`config.mk`:
```
export PLATFORM = sky130hd
export DESIGN_NAME = rv32i_seq_ctrl_flat
export DESIGN_NICKNAME = d
export VERILOG_FILES = /design/src/rtl/rv32i_seq_ctrl_pkg.sv /design/src/rtl/rv32i_seq_ctrl_if.sv /design/src/rtl/rv32i_seq_ctrl_mem_watchdog.sv /design/src/rtl/rv32i_seq_ctrl.sv /design/src/flat_wrapper.sv
export SDC_FILE = /design/constraint.sdc
export NUM_CORES = 1
export LEC_CHECK = 0
export ABC_AREA = 1
export CAP_MARGIN = 20
export CORE_MARGIN = 8
export CORE_UTILIZATION = 45
export DETAILED_ROUTE_END_ITERATION = 12
export GPL_TIMING_DRIVEN = 0
export PLACE_DENSITY = 0.72
export SYNTH_ARGS = -nofsm -noshare
export SYNTH_HDL_FRONTEND = slang
export SYNTH_SLANG_ARGS = --single-unit
export TNS_END_PERCENT = 1
```
`constraint.sdc`:
```
create_clock -name clk -period 3.6 [get_ports clk]
set_input_delay 0.72 -clock clk [delete_from_list [all_inputs] [get_ports clk]]
set_output_delay 0.72 -clock clk [all_outputs]
set_load 0.02 [all_outputs]
```
`src/rtl/rv32i_seq_ctrl_pkg.sv`:
```
// Shared definitions for the RV32I multi-cycle sequencer.
// Holds the state codes, the RV32I major opcodes, the PC-select codes,
// the control-output bundle and the opcode legality check.
package rv32i_seq_ctrl_pkg;

  // Codes 5 and 6 are never entered; the FSM treats them as a trap.
  typedef enum logic [2:0] {
    S_FETCH  = 3'd0,
    S_DECODE = 3'd1,
    S_EXEC   = 3'd2,
    S_MEM    = 3'd3,
    S_WB     = 3'd4,
    S_TRAP   = 3'd7
  } state_e;

  localparam logic [6:0] OP_LOAD   = 7'b0000011;
  localparam logic [6:0] OP_STORE  = 7'b0100011;
  localparam logic [6:0] OP_OP     = 7'b0110011;
  localparam logic [6:0] OP_IMM    = 7'b0010011;
  localparam logic [6:0] OP_BRANCH = 7'b1100011;
  localparam logic [6:0] OP_JAL    = 7'b1101111;
  localparam logic [6:0] OP_JALR   = 7'b1100111;
  localparam logic [6:0] OP_LUI    = 7'b0110111;
  localparam logic [6:0] OP_AUIPC  = 7'b0010111;
  localparam logic [6:0] OP_FENCE  = 7'b0001111;

  localparam logic PC_SEL_PLUS4 = 1'b0;
  localparam logic PC_SEL_ALU   = 1'b1;

  typedef struct packed {
    logic imem_req;
    logic ir_we;
    logic dec_en;
    logic pc_we;
    logic pc_sel;
    logic rf_we;
    logic dmem_req;
    logic dmem_we;
    logic retire;
    logic illegal;
  } ctl_t;

  function automatic logic is_legal_op(input logic [6:0] op);
    case (op)
      OP_LOAD, OP_STORE, OP_OP, OP_IMM, OP_BRANCH,
      OP_JAL, OP_JALR, OP_LUI, OP_AUIPC, OP_FENCE: return 1'b1;
      default:                                      return 1'b0;
    endcase
  endfunction

endpackage

```
`src/rtl/rv32i_seq_ctrl_if.sv`:
```
// Sequencer <-> datapath/memory bundle.
// master: the sequencer (takes IR fields, compare result and acks; drives
//         fetch/memory requests and datapath enables).
// slave : the datapath/memory side.
interface rv32i_seq_ctrl_if;
  logic [6:0] i_opcode;
  logic [2:0] i_f3;
  logic       i_cmp_taken;
  logic       i_imem_ack;
  logic       i_dmem_ack;
  logic       o_imem_req;
  logic       o_ir_we;
  logic       o_dec_en;
  logic       o_pc_we;
  logic       o_pc_sel;
  logic       o_rf_we;
  logic       o_dmem_req;
  logic       o_dmem_we;
  logic       o_retire;
  logic       o_illegal;
  logic [2:0] o_state;

  modport master (
    input  i_opcode, i_f3, i_cmp_taken, i_imem_ack, i_dmem_ack,
    output o_imem_req, o_ir_we, o_dec_en, o_pc_we, o_pc_sel, o_rf_we,
           o_dmem_req, o_dmem_we, o_retire, o_illegal, o_state
  );

  modport slave (
    output i_opcode, i_f3, i_cmp_taken, i_imem_ack, i_dmem_ack,
    input  o_imem_req, o_ir_we, o_dec_en, o_pc_we, o_pc_sel, o_rf_we,
           o_dmem_req, o_dmem_we, o_retire, o_illegal, o_state
  );
endinterface

```
`src/rtl/rv32i_seq_ctrl_mem_watchdog.sv`:
```
// mem_watchdog: counts cycles a memory request has waited without ack.
// Ports: clk, rst (sync, active high), i_clr (zero the count), i_en (a
// request is pending this cycle), i_ack (ack seen this cycle),
// o_expired (this is the TIMEOUT-th waiting cycle and no ack arrived).
module mem_watchdog #(
  parameter int W       = 8,
  parameter int TIMEOUT = 200
) (
  input  logic clk,
  input  logic rst,
  input  logic i_clr,
  input  logic i_en,
  input  logic i_ack,
  output logic o_expired
);
  // cnt_q holds the waiting cycles before this one, so this cycle is the
  // TIMEOUT-th one when cnt_q == TIMEOUT-1. An ack in that cycle wins.
  localparam logic [W-1:0] LIMIT = W'(TIMEOUT - 1);

  logic [W-1:0] cnt_q, cnt_d;

  always_comb begin
    cnt_d = cnt_q;
    if (i_clr)     cnt_d = '0;
    else if (i_en) cnt_d = cnt_q + W'(1);
  end

  always_ff @(posedge clk) begin
    if (rst) cnt_q <= '0;
    else     cnt_q <= cnt_d;
  end

  assign o_expired = i_en && !i_ack && (cnt_q == LIMIT);

endmodule

```
`src/rtl/rv32i_seq_ctrl.sv`:
```
// rv32i_seq_ctrl: multi-cycle RV32I sequencer.
// Steps FETCH -> DECODE -> EXEC -> [MEM] -> WB, driving IR/PC/RF/DMEM
// enables. All outputs are combinational from the state, the opcode
// latched in DECODE and the acks.
// Ports: clk, rst (sync, active high), bus (rv32i_seq_ctrl_if.master).
module rv32i_seq_ctrl
  import rv32i_seq_ctrl_pkg::*;
#(
  parameter int TIMEOUT_W = 8,
  parameter int TIMEOUT   = 200
) (
  input logic               clk,
  input logic               rst,
  rv32i_seq_ctrl_if.master  bus
);

  state_e     state_q, state_d;
  logic [6:0] op_q, op_d;
  ctl_t       ctl;
  logic       ack, wd_en, wd_clr, wd_expired;

  // Only the ack belonging to the current wait state counts.
  assign wd_en = (state_q == S_FETCH) || (state_q == S_MEM);
  assign ack   = (state_q == S_FETCH) ? bus.i_imem_ack :
                 (state_q == S_MEM)   ? bus.i_dmem_ack : 1'b0;

  always_comb begin
    ctl     = '0;
    state_d = state_q;
    op_d    = op_q;
    case (state_q)
      S_FETCH: begin
        ctl.imem_req = 1'b1;
        if (bus.i_imem_ack) begin
          ctl.ir_we = 1'b1;
          state_d   = S_DECODE;
        end else if (wd_expired) begin
          state_d = S_TRAP;
        end
      end
      S_DECODE: begin
        ctl.dec_en = 1'b1;
        op_d       = bus.i_opcode;
        state_d    = is_legal_op(bus.i_opcode) ? S_EXEC : S_TRAP;
      end
      S_EXEC: begin
        case (op_q)
          OP_BRANCH: begin
            ctl.pc_we  = 1'b1;
            ctl.pc_sel = bus.i_cmp_taken;
            ctl.retire = 1'b1;
            state_d    = S_FETCH;
          end
          OP_JAL, OP_JALR: begin
            ctl.rf_we  = 1'b1;
            ctl.pc_we  = 1'b1;
            ctl.pc_sel = PC_SEL_ALU;
            ctl.retire = 1'b1;
            state_d    = S_FETCH;
          end
          OP_FENCE: begin
            ctl.pc_we  = 1'b1;
            ctl.pc_sel = PC_SEL_PLUS4;
            ctl.retire = 1'b1;
            state_d    = S_FETCH;
          end
          OP_LOAD, OP_STORE:              state_d = S_MEM;
          OP_OP, OP_IMM, OP_LUI, OP_AUIPC: state_d = S_WB;
          default:                        state_d = S_TRAP;
        endcase
      end
      S_MEM: begin
        ctl.dmem_req = 1'b1;
        ctl.dmem_we  = (op_q == OP_STORE);
        if (bus.i_dmem_ack) begin
          if (op_q == OP_STORE) begin
            ctl.pc_we  = 1'b1;
            ctl.pc_sel = PC_SEL_PLUS4;
            ctl.retire = 1'b1;
            state_d    = S_FETCH;
          end else begin
            state_d = S_WB;
          end
        end else if (wd_expired) begin
          state_d = S_TRAP;
        end
      end
      S_WB: begin
        ctl.rf_we  = 1'b1;
        ctl.pc_we  = 1'b1;
        ctl.pc_sel = PC_SEL_PLUS4;
        ctl.retire = 1'b1;
        state_d    = S_FETCH;
      end
      S_TRAP:  ctl.illegal = 1'b1;
      default: state_d = S_TRAP;
    endcase
    // Reset silences every output in the cycle it is applied.
    if (rst) begin
      ctl     = '0;
      state_d = S_FETCH;
      op_d    = '0;
    end
  end

  // Restart the wait count on every state change, ack or idle cycle.
  assign wd_clr = rst || ack || !wd_en || (state_d != state_q);

  mem_watchdog #(
    .W       (TIMEOUT_W),
    .TIMEOUT (TIMEOUT)
  ) u_wd (
    .clk       (clk),
    .rst       (rst),
    .i_clr     (wd_clr),
    .i_en      (wd_en),
    .i_ack     (ack),
    .o_expired (wd_expired)
  );

  always_ff @(posedge clk) begin
    if (rst) begin
      state_q <= S_FETCH;
      op_q    <= '0;
    end else begin
      state_q <= state_d;
      op_q    <= op_d;
    end
  end

  assign bus.o_imem_req = ctl.imem_req;
  assign bus.o_ir_we    = ctl.ir_we;
  assign bus.o_dec_en   = ctl.dec_en;
  assign bus.o_pc_we    = ctl.pc_we;
  assign bus.o_pc_sel   = ctl.pc_sel;
  assign bus.o_rf_we    = ctl.rf_we;
  assign bus.o_dmem_req = ctl.dmem_req;
  assign bus.o_dmem_we  = ctl.dmem_we;
  assign bus.o_retire   = ctl.retire;
  assign bus.o_illegal  = ctl.illegal;
  assign bus.o_state    = rst ? 3'd0 : state_q;

endmodule

```
`src/flat_wrapper.sv`:
```
// flat-port wrapper written by rule: the top's interface ports become plain ports
module rv32i_seq_ctrl_flat import rv32i_seq_ctrl_pkg::*;
#(
  parameter int TIMEOUT_W = 8,
  parameter int TIMEOUT   = 200
)
  (clk, rst, bus_i_opcode, bus_i_f3, bus_i_cmp_taken, bus_i_imem_ack, bus_i_dmem_ack, bus_o_imem_req, bus_o_ir_we, bus_o_dec_en, bus_o_pc_we, bus_o_pc_sel, bus_o_rf_we, bus_o_dmem_req, bus_o_dmem_we, bus_o_retire, bus_o_illegal, bus_o_state);
  rv32i_seq_ctrl_if bus_i ();
  input logic clk;
  input logic rst;
  input wire logic [$bits(bus_i.i_opcode)-1:0] bus_i_opcode;
  input wire logic [$bits(bus_i.i_f3)-1:0] bus_i_f3;
  input wire logic [$bits(bus_i.i_cmp_taken)-1:0] bus_i_cmp_taken;
  input wire logic [$bits(bus_i.i_imem_ack)-1:0] bus_i_imem_ack;
  input wire logic [$bits(bus_i.i_dmem_ack)-1:0] bus_i_dmem_ack;
  output wire logic [$bits(bus_i.o_imem_req)-1:0] bus_o_imem_req;
  output wire logic [$bits(bus_i.o_ir_we)-1:0] bus_o_ir_we;
  output wire logic [$bits(bus_i.o_dec_en)-1:0] bus_o_dec_en;
  output wire logic [$bits(bus_i.o_pc_we)-1:0] bus_o_pc_we;
  output wire logic [$bits(bus_i.o_pc_sel)-1:0] bus_o_pc_sel;
  output wire logic [$bits(bus_i.o_rf_we)-1:0] bus_o_rf_we;
  output wire logic [$bits(bus_i.o_dmem_req)-1:0] bus_o_dmem_req;
  output wire logic [$bits(bus_i.o_dmem_we)-1:0] bus_o_dmem_we;
  output wire logic [$bits(bus_i.o_retire)-1:0] bus_o_retire;
  output wire logic [$bits(bus_i.o_illegal)-1:0] bus_o_illegal;
  output wire logic [$bits(bus_i.o_state)-1:0] bus_o_state;
  assign bus_i.i_opcode = bus_i_opcode;
  assign bus_i.i_f3 = bus_i_f3;
  assign bus_i.i_cmp_taken = bus_i_cmp_taken;
  assign bus_i.i_imem_ack = bus_i_imem_ack;
  assign bus_i.i_dmem_ack = bus_i_dmem_ack;
  assign bus_o_imem_req = bus_i.o_imem_req;
  assign bus_o_ir_we = bus_i.o_ir_we;
  assign bus_o_dec_en = bus_i.o_dec_en;
  assign bus_o_pc_we = bus_i.o_pc_we;
  assign bus_o_pc_sel = bus_i.o_pc_sel;
  assign bus_o_rf_we = bus_i.o_rf_we;
  assign bus_o_dmem_req = bus_i.o_dmem_req;
  assign bus_o_dmem_we = bus_i.o_dmem_we;
  assign bus_o_retire = bus_i.o_retire;
  assign bus_o_illegal = bus_i.o_illegal;
  assign bus_o_state = bus_i.o_state;
  rv32i_seq_ctrl #(.TIMEOUT_W(TIMEOUT_W), .TIMEOUT(TIMEOUT)) u_core (.clk(clk), .rst(rst), .bus(bus_i));
endmodule
```
==> impl_metrics.env <==
export IMPL_post_dp_hpwl_mm=2.29
export IMPL_finalSetupViolations=0
export IMPL_critPathLaunchType="input port"
export IMPL_hp_class="flip-flop to flip-flop"
export IMPL_status="finished, final reports clean"
export IMPL_hold_violations=0
export IMPL_core_area_sq_mm=0.00243
export IMPL_num_antenna_cells=0
export IMPL_timing_rr_start="u_core.state_q[0]$_SDFF_PP0_"
export IMPL_drc=0
export IMPL_slowest_delay_ns=0.64
export IMPL_leakagePower_nw=0.574
export IMPL_hold_buffers=0
export IMPL_worstReg2RegEnd="u_core.u_wd.cnt_q[0]$_SDFFE_PP0P_"
export IMPL_final_common_cell="nor2_1"
export IMPL_crit_path_max_fanout=3
export IMPL_ys_types=27
export IMPL_synth_seq_cells=18
export IMPL_die_w_microns=66.3
export IMPL_r2r_slack_ns=2.04
export IMPL_crit_top_cell="clkdlybuf4s50_1"
export IMPL_fin_nets=212
export IMPL_clk_pin_slew_ns=0.10
export IMPL_cts_tree="done"
export IMPL_critPathKind="input port to primary output"
export IMPL_num_vias=1160
export IMPL_finalCriticalPeriod_ns=2.88
export IMPL_syn_cell_area_sq_mm=0.00114
export IMPL_viasPerCell=5.16
export IMPL_cp_arrival_ns=2.16
export IMPL_cp_required_ns=2.88
export IMPL_drive_above_1_share=0.154
export IMPL_wl_mm=2.77
export IMPL_fillers=248
export IMPL_grtUsageTotal=0.133
export IMPL_cts_sinks=18
export IMPL_fin_skew_ns=0.00215
export IMPL_syn_avg_cell_area_sq_um=6.78
export IMPL_worst_pin_slew_ns=0.414
export IMPL_setup_tns_ns=0
export IMPL_area_growth_pct=26.7
export IMPL_ios=28
export IMPL_drtAntennaViolNets=0
export IMPL_power_density_mw_per_mm2=590
export IMPL_die_h_microns=66.3
export IMPL_h_tree_depth=1
export IMPL_syn_nets=184
export IMPL_slew_headroom=0.724
export IMPL_drv_slew=0
export IMPL_rows=18
export IMPL_p_total_uw=851
export IMPL_die_area_sq_mm=0.00440
export IMPL_antenna_found_initial=0
export IMPL_rsz0062_at_grt="no"
export IMPL_clock_fmax_mhz=347
export IMPL_crit_chain="clkdlybuf4s50_1, nand3_1, a31oi_1, clkdlybuf4s50_1"
export IMPL_fin_crit_sh=0.801
export IMPL_reg2regPathDepth=10
export IMPL_cts_buffers=3
export IMPL_post_cts_resized=0
export IMPL_crit_slowest_cell="clkdlybuf4s50_1"
export IMPL_gp_congestion=0.863
export IMPL_start_util=0.468
export IMPL_post_cts_buffers=0
export IMPL_firstDrtPassIters=4
export IMPL_ys_warn_count=0
export IMPL_hold_end="u_core.op_q[5]$_SDFFE_PP0P_"
export IMPL_overflow=0
export IMPL_cts_root_buf="clkbuf_4"
export IMPL_worstHoldStart="u_core.op_q[5]$_SDFFE_PP0P_"
export IMPL_grt_pass1_vias=1136
export IMPL_synth_seq_area_share=0.316
export IMPL_cp_end_kind="primary output"
export IMPL_worstSkewPairLatency_ns=0.29
export IMPL_worstHoldPathCells=2
export IMPL_grt_max_degree=11
export IMPL_synth_cells=168
export IMPL_grt_pass1_wl_mm=4.68
export IMPL_irDropWorstVdd_mv=0.420
export IMPL_portBuffers=23
export IMPL_final_cell_mix="nor2_1, nand2_1, clkdlybuf4s50_1, inv_1, dfxtp_1"
export IMPL_avgRoutedWirePerCell_microns=12.3
export IMPL_drv_cap=0
export IMPL_clock_path_buffers=2
export IMPL_drt_iter0_markers=91
-- critical path: cells and delay by family --
kind	cells	cell delay, ns
buffers and inverters	2	1.15
AO/OA/AOI/OAI	1	0.19
AND/OR/NAND/NOR	1	0.11
-- flip-flops by register name, summed over array words and instances, names as in the netlist --
| register | flops |
|---|---|
| u_core.u_wd.cnt_q | 8 |
| u_core.op_q | 7 |
| u_core.state_q | 3 |
-- through the flow --
| step | instances | hold WS (ns) | utilization | setup slack (ns) | cell area (sq um) |
|---|---|---|---|---|---|
| finish | 225 | 0.519 | 0.593 | 0.718 | 1440 |
| global placement | 221 | 0.475 | 0.578 | 0.742 | 1410 |
| global route | 225 | 0.558 | 0.593 | 0.660 | 1440 |
| CTS | 225 | 0.511 | 0.593 | 0.716 | 1440 |
| floorplan | 168 | 0.458 | - | 1.27 | 1140 |
| detailed placement | 221 | 0.492 | 0.578 | 0.723 | 1410 |
-- metal layers --
| layer | wire length [microns] | global-route usage | vias to the layer above |
|---|---|---|---|
| met5 | 0 | 0 | - |
| met4 | 39 | 0.0667 | 0 |
| met3 | 121 | 0.0322 | 6 |
| met2 | 1460 | 0.248 | 20 |
| met1 | 1150 | 0.132 | 538 |
| li1 | - | - | 596 |
-- layout make-up --
class	instances	area (sq um)	area share
Timing Repair Buffer	23	230	0.160
Sequential cell	18	360	0.250
Clock buffer	4	36.3	0.0252
Inverter	25	93.8	0.0650
Multi-Input combinational cell	122	673	0.467
Tap cell	30	37.5	0.0260
Buffer	3	11.3	0.00781
-- kinds of logic after synthesis --
logic type,after synthesis,share of synthesized area
XOR/XNOR,7,0.0538
AO/OA/AOI/OAI,24,0.118
AND/OR/NAND/NOR,89,0.400
buffers and inverters,28,0.0923
flip-flops,18,0.316
multiplexers,1,0.00879
adder cells (fa/ha/maj),1,0.0110
-- power breakdown --
part | internal (mW) | switching (mW)
Clock | 0.0616 | 0.0633
Combinational | 0.160 | 0.279
Sequential | 0.245 | 0.0422
-- worst max-delay path by stage --
stage | startpoint | end | slack (ns) | depth (start not counted)
finish | bus_i_dmem_ack | bus_o_pc_we | 0.72 | 4
global route | bus_i_dmem_ack | bus_o_pc_we | 0.66 | 4
CTS | bus_i_dmem_ack | bus_o_pc_we | 0.72 | 4
detailed placement | bus_i_dmem_ack | bus_o_pc_we | 0.72 | 4
global placement | bus_i_dmem_ack | bus_o_retire | 0.74 | 4
floorplan | rst | bus_o_dmem_we | 1.27 | 2
-- synth_stat cells --
cell       n  area share
nor3_1     2      0.0088
nand4_1    4       0.022
mux2i_1    1      0.0088
a31oi_1    4       0.022
nand2_1   23       0.076
nor4_1     2       0.011
nor2_2    11       0.060
inv_2      4       0.013
o31ai_1    1      0.0066
nand4_4    1       0.019
nor2_1    25       0.082
xor2_1     5       0.038
nand2_4    2       0.020
xnor2_1    2       0.015
or2_4      1      0.0077
clkbuf_1   3      0.0099
inv_1     21       0.069
nand3_2    1      0.0088
nand3_1   12       0.053
a21oi_2    1      0.0077
o21ai_0    7       0.031
ha_1       1       0.011
a21oi_1   10       0.044
o211ai_1   1      0.0066
nor2_4     1      0.0099
nand2_2    4       0.022
dfxtp_1   18        0.32
(Power assumes the default switching activity.)
